[src/rtl/reg_encode.sv]
// +----------------------------------------------------------------------------+
// | reg_encode: turns a 4-bit register address into a play-area set plus a     |
// | 2-bit lower access, skipping the play-area set when the shadow matches.    |
// | Revision: 1.0                                                              |
// +----------------------------------------------------------------------------+
`default_nettype none

module reg_encode (
  input  logic       clk,
  input  logic       rst_n,
  input  logic       req_valid,
  input  logic [3:0] req_addr,
  input  logic       pa_flush,
  output logic       req_ready,
  output logic [2:0] set_pa,
  output logic [1:0] lower_reg_addr,
  output logic       addr_valid,
  output logic [1:0] pa_shadow,
  output logic       pa_shadow_valid,
  output logic [7:0] switch_count
);

  typedef enum logic [1:0] {
    IDLE   = 2'd0,
    SET_PA = 2'd1,
    ACCESS = 2'd2
  } state_t;

  state_t     state_q;
  logic [3:0] addr_q;
  logic       req_ready_q;
  logic [2:0] set_pa_q;
  logic [1:0] lower_q;
  logic       addr_valid_q;
  logic [1:0] shadow_q;
  logic       shadow_valid_q;
  logic [7:0] count_q;
  logic [7:0] count_d;
  logic       hit;

  // A flush in the accept cycle wins over a shadow match.
  assign hit     = shadow_valid_q && (shadow_q == req_addr[3:2]) && !pa_flush;
  assign count_d = (count_q == 8'hFF) ? count_q : count_q + 8'd1;

  always_ff @(posedge clk or negedge rst_n) begin
    if (!rst_n) begin
      state_q        <= IDLE;
      addr_q         <= 4'b0000;
      req_ready_q    <= 1'b1;
      set_pa_q       <= 3'b000;
      lower_q        <= 2'b00;
      addr_valid_q   <= 1'b0;
      shadow_q       <= 2'b00;
      shadow_valid_q <= 1'b0;
      count_q        <= 8'h00;
    end else begin
      case (state_q)
        IDLE: begin
          if (pa_flush) begin
            shadow_valid_q <= 1'b0;
          end
          if (req_valid) begin
            addr_q      <= req_addr;
            req_ready_q <= 1'b0;
            if (hit) begin
              state_q      <= ACCESS;
              lower_q      <= req_addr[1:0];
              addr_valid_q <= 1'b1;
            end else begin
              state_q  <= SET_PA;
              set_pa_q <= {1'b1, req_addr[3:2]};
            end
          end
        end
        SET_PA: begin
          state_q        <= ACCESS;
          set_pa_q       <= 3'b000;
          lower_q        <= addr_q[1:0];
          addr_valid_q   <= 1'b1;
          shadow_q       <= addr_q[3:2];
          shadow_valid_q <= !pa_flush;
          count_q        <= count_d;
        end
        ACCESS: begin
          state_q      <= IDLE;
          lower_q      <= 2'b00;
          addr_valid_q <= 1'b0;
          req_ready_q  <= 1'b1;
          if (pa_flush) begin
            shadow_valid_q <= 1'b0;
          end
        end
        default: begin
          state_q      <= IDLE;
          set_pa_q     <= 3'b000;
          lower_q      <= 2'b00;
          addr_valid_q <= 1'b0;
          req_ready_q  <= 1'b1;
        end
      endcase
    end
  end

  assign req_ready       = req_ready_q;
  assign set_pa          = set_pa_q;
  assign lower_reg_addr  = lower_q;
  assign addr_valid      = addr_valid_q;
  assign pa_shadow       = shadow_q;
  assign pa_shadow_valid = shadow_valid_q;
  assign switch_count    = count_q;

endmodule

`default_nettype wire

[config.mk]
export PLATFORM = sky130hd
export DESIGN_NAME = reg_encode
export DESIGN_NICKNAME = d
export VERILOG_FILES = /design/src/rtl/reg_encode.sv
export SDC_FILE = /design/constraint.sdc
export NUM_CORES = 1
export LEC_CHECK = 0
export ABC_AREA = 0
export CAP_MARGIN = 20
export CORE_UTILIZATION = 40
export DETAILED_ROUTE_END_ITERATION = 7
export PLACE_DENSITY = 0.68
export SETUP_SLACK_MARGIN = 0.02
export SKIP_LAST_GASP = 1
export SLEW_MARGIN = 20
export SYNTH_ARGS = -nofsm -noshare
export SYNTH_HDL_FRONTEND = slang
export SYNTH_SLANG_ARGS = --single-unit
export TNS_END_PERCENT = 50
[constraint.sdc]
create_clock -name clk -period 1.2 [get_ports clk]
set_input_delay 0.18 -clock clk [delete_from_list [all_inputs] [get_ports clk]]
set_output_delay 0.18 -clock clk [all_outputs]
set_load 0.02 [all_outputs]
# ---- Yosys cells after proc, flatten, opt, wreduce, memory -nomap -nowiden
# Cells that the tools add are included.
dict set report word_totals {
  regBits 24
  in_bits 8
  output_inout_bits 18
  word_cells 49
}
dict set report classes {
  addsub 1
  eq_ne 8
  muxes 16
  bitwise_logic 3
  n_reduce_logical 12
}
# operator count
set ops {}
lappend ops {{$reduce_and 2->1} 5}
lappend ops {{$add 8x1->8 const B} 1}
lappend ops {{$eq 8x8->1 const B} 1}
lappend ops {{$mux 2} 4}
lappend ops {{$pmux 2 s2} 2}
lappend ops {{$mux 3} 2}
lappend ops {{$ne 2x2->1 const B} 3}
lappend ops {{$pmux 1 s2} 3}
lappend ops {{$pmux 3 s2} 1}
lappend ops {{$mux 1} 4}
lappend ops {{$not 1->1} 3}
lappend ops {{$reduce_and 3->1} 1}
lappend ops {{$eq 2x1->1 const B} 1}
lappend ops {{$eq 2x2->1} 1}
lappend ops {{$eq 2x2->1 const B} 1}
lappend ops {{$logic_and 1x1->1} 2}
lappend ops {{$logic_not 2->1} 1}
lappend ops {{$ne 2x1->1 const B} 1}
lappend ops {{$reduce_bool 2->1} 1}
lappend ops {{$reduce_or 2->1} 1}
lappend ops {{$logic_not 1->1} 1}

# ---- Logic depth before layout (Yosys ltp)
dict set report depth {
  ltp_word 6
  ltp_mapped 4
  depth_no_buf 4
}

# ---- Worst setup path before layout
# No wires, ideal clock.
dict set report synth_path {
  path_type {register to register}
  from {register count_q[0] (netlist: switch_count[0])}
  to {register count_q[1] (netlist: switch_count[1])}
  setup_ns 0.128
  t_arrival_ns 1.401
  required_time_ns 1.072
  slack_ns -0.329
  path_stages_with_launch 5
  n_path_buf 0
  synth_period_minus_slack_ns 1.529
  path_cell_list {dfrtp_1 -> ha_1 -> nand2_1 -> o31ai_4 -> mux2_1}
}
dict set report synth_via {
  elab_chain_cells 3
  elab_cells_between_ends 4
  cone_classes {1 x add/sub; 1 x eq/ne; 1 x bitwise; 1 x reduce/logical}
}
# item line
set synth_rtl {}
lappend synth_rtl {{from (decl)} 37} ;# logic [7:0] count_q;
lappend synth_rtl {{from (signal assigned)} 82} ;# count_q <= count_d;
lappend synth_rtl {{branches (longest 3 deep; another with $add 8x1->8)} n/a}
# Several ways; the timed one is not identified.
# A chain may end at the register's enable or synchronous reset.

# ---- Worst setup path in the final report
dict set report layout_path {
  from {register shadow_q[1] (netlist: pa_shadow[1])}
  to {register lower_q[1] (netlist: lower_reg_addr[1])}
}
dict set report layout_via {
  elab_chain_cells 5
}
# item line
set layout_rtl {}
lappend layout_rtl {{from (decl)} 35} ;# logic [1:0] shadow_q;
lappend layout_rtl {{from (signal assigned)} 80} ;# shadow_q <= addr_q[3:2];
lappend layout_rtl {{$eq 2x2->1} 42} ;# assign hit = shadow_valid_q && (shadow_q == req_addr[3:2]) && !pa_flush;
lappend layout_rtl {{$logic_and 1x1->1 (2 in a row)} 42}
lappend layout_rtl {{$ne 2x2->1 (no line)} n/a}
lappend layout_rtl {{$reduce_and 2->1 (no line)} n/a}
lappend layout_rtl {{to (signal assigned)} 67} ;# lower_q <= req_addr[1:0];
lappend layout_rtl {{to (signal assigned)} 78} ;# lower_q <= addr_q[1:0];
lappend layout_rtl {{to (decl)} 33} ;# logic [1:0] lower_q;
# Every way passes these cells.

==> results.md <==
* Mapped Cells at 97
* Endpoints failing hold at 0
* DPL Wire Length at 1860 microns
* Yosys reg bits at 24
* RSZ-0062 raised after global routing: yes
* Initial antenna violation count at 0
* FMAX at 0.747 GHz
* Final slew viol count at 0
* Htree depth at 1
* Crit path time final at 1.34 ns
* Crit share post-route at 1.12
* Vias in the first global route at 966
* Worst hold-check path type: in2async
* Synthesized area at 0.00116 sq mm
* Final clock skew at 0.0132 ns
* Lkg Pwr at 0.000865 uW
* Sequential share of the synthesized area at 0.517
* I/O Pins at 26
* Hold WS at 0.180 ns
* TritonCTS buffer count at 3
* Via count at 969
* Worst vdd rail ir drop at 0.00170 V
* Area occupied by multi-input gates at 686 sq um
* Synth-to-layout area growth at 62.5%
* Number of cell rows at 19
* Routed WL per cell at 14.5 microns
* Total Power Consumption at 4510 uW
* Met1 wire length at 1370 microns
* Critical Path RT at 1.42 ns
* Ant diodes at 0
* Inst Count DP at 177
* Residual DRC at 0
* Share of layout cells above drive strength 1 at 0.642
* Crit path launch: pa_shadow[1]
* First-pass GRT wire length at 4440 microns
* Kind of critical path: reg2reg
* Unique masters post-synth at 34
* Finished Layout Cells at 190
* Wire length on met2 at 1260 microns
* Post-Route WL at 2760 microns
* # Max-Cap Violations at 0
* Cell taking the most area after synthesis: dfrtp_1
* Max Root-Sink Buffers at 2
* Worst slew pin tran at 0.252 ns
* Synth Warn # at 0
* Synthesized net count at 106
* Worst skew pair latency at 0.33 ns
* Met3 Routed Length at 81 microns
* Setup ws final at -0.138 ns
* Post-synth top area share at 0.494
* DRT Pass-1 Iters at 4
* Clock Pin Slew Worst Setup and Hold Paths at 0.15 ns
* Failing checks: setup timing
* Via density at 5.10
* Top routing layer in use: met4
* Most frequent cells in the layout: buf_4 (31), dfrtp_2 (12), dfrtp_1 (11)
* Post-layout util at 0.686
* Clk sinks at 24
* Crit path max fanout at 3
* CP Capture Type: flip-flop
* Top area cells in the synthesized netlist: dfrtp_1 (49%), mux2_2 (6.8%), mux2i_1 (3.4%), a21oi_1 (3.0%), mux2_1 (2.9%)
* Total area of sequential cells at 617 sq um
* Routed Antenna Nets at 0
* Die Area at 0.00313 sq mm
* Pwr dens at 2380 mW/mm^2
* Worst relative slew slack at 0.832
* Die height at 56.0 microns
* Worst r2r src: pa_shadow[1]
* Hold Buf Count CTS at 0
* Nets at 169
* Status: finished, violations left
* Initial Util at 0.422
* RePlAce Congestion at 0.766
* Crit path arrival time at 1.56 ns
* Fill count at 211
* GRT overflow at 0
* DR iter-0 viols at 23
* GRT Total Usage at 0.184
* Core Area at 0.00276 sq mm
* Port bufs at 25
* Worst setup SP type: flip-flop
* TritonCTS clock tree: done
* Syn_area_per_cell at 12.0 sq um
* Setup Viol. Count Final at 16
* Pin count of the biggest net entering global routing at 25
* Die X at 56.0 microns
* Clk root buf: clkbuf_4
* Leading cell type in the layout, fill and taps excluded: buf_4
[report_power, final]
part / switching (uW) / internal [uW] / leakage, uW
logic: 1150 / 1410 / 0.000565
clock network: 265 / 186 / 0.0000210
registers: 317 / 1180 / 0.000280
[stage by stage]
stage | setup slack [ns] | cell area (sq um) | TNS (ns)
after floorplan | -0.148 | 1220 | -0.728
after detailed placement | -0.431 | 1700 | -5.53
final | -0.138 | 1890 | -1.22
after global routing | -0.184 | 1890 | -2.14
after global placement | -0.402 | 1700 | -5.02
after CTS | -0.137 | 1760 | -1.60
[sequential cells by signal, indices dropped and copies added, names as in the netlist, 2 cells and up]
register and flops:
state_q 2, set_pa 3, pa_shadow 2, addr_q 4, switch_count 8, lower_reg_addr 2
[critical path: stages, from the launching register on]
cell and delay [ns]:
dfrtp_2 0.47, xnor2_4 0.17, a41oi_4 0.27, mux2_4 0.32
[path summary, 6_finish.rpt]
path,endpoint,slack [ns],cells after the start
setup / recovery,lower_reg_addr[1],-0.14,3
hold / removal,lower_reg_addr[0],0.18,2
setup reg to reg,lower_reg_addr[1],-0.14,3
hold reg to reg,req_ready,0.50,2
max in group asynchronous,req_ready,0.79,2
min in group clk,addr_q[0],0.49,2
[cell usage after synthesis]
master and n:
and2_1 2, buf_4 1, dfstp_2 1, ha_1 1, nand4b_1 1, dfrtp_1 23
a31oi_1 3, and2b_1 1, buf_2 2, a41oi_2 1, inv_1 2, and3_1 3
and3_4 1, a311oi_1 1, o21ai_0 1, a21o_1 1, nor2_1 5, o21ba_2 1
o31ai_4 1, nand3_1 2, nor2_2 1, nand2b_1 3, nand2_1 5, xnor2_1 3
xor2_1 1, or2b_1 2, mux2_1 3, a21oi_1 7, a2111oi_4 1, and4b_1 1
mux2_2 7, nand4_1 1, nor2b_1 4, mux2i_1 4
[area by class of cell]
type	instances	share of cell area
clock buffer	4	0.0192
inverter	2	0.00397
multi-input combinational	68	0.362
sequential	24	0.326
tap	31	0.0205
timing repair buffer	61	0.268
[kinds of logic (layout without fill, tap and decap cells)]
logic type,Yosys count,in the layout,share of synthesized area
compound gates,17,17,0.129
xor+xnor,4,4,0.0301
fa+ha+maj,1,1,0.0107
buf+inv,5,67,0.0215
flops,24,24,0.517
mux,14,14,0.131
simple gates,32,32,0.161
[layer usage]
| metal | vias to the layer above | global-route usage |
|---|---|---|
| met5 | - | 0 |
| met4 | 0 | 0.0732 |
| met3 | 6 | 0.0302 |
| met2 | 18 | 0.286 |
| met1 | 475 | 0.256 |
| li1 | 470 | - |
[timing repair]
action / 4_1_cts / 5_1_grt
cloned: 0 / 0
buffers inserted: 5 / 4
pin swaps: 2 / 10
resized for setup: 73 / 24
endpoints found under the setup margin: 39 / 30
Note: power is estimated with default switching activity, not from simulation.
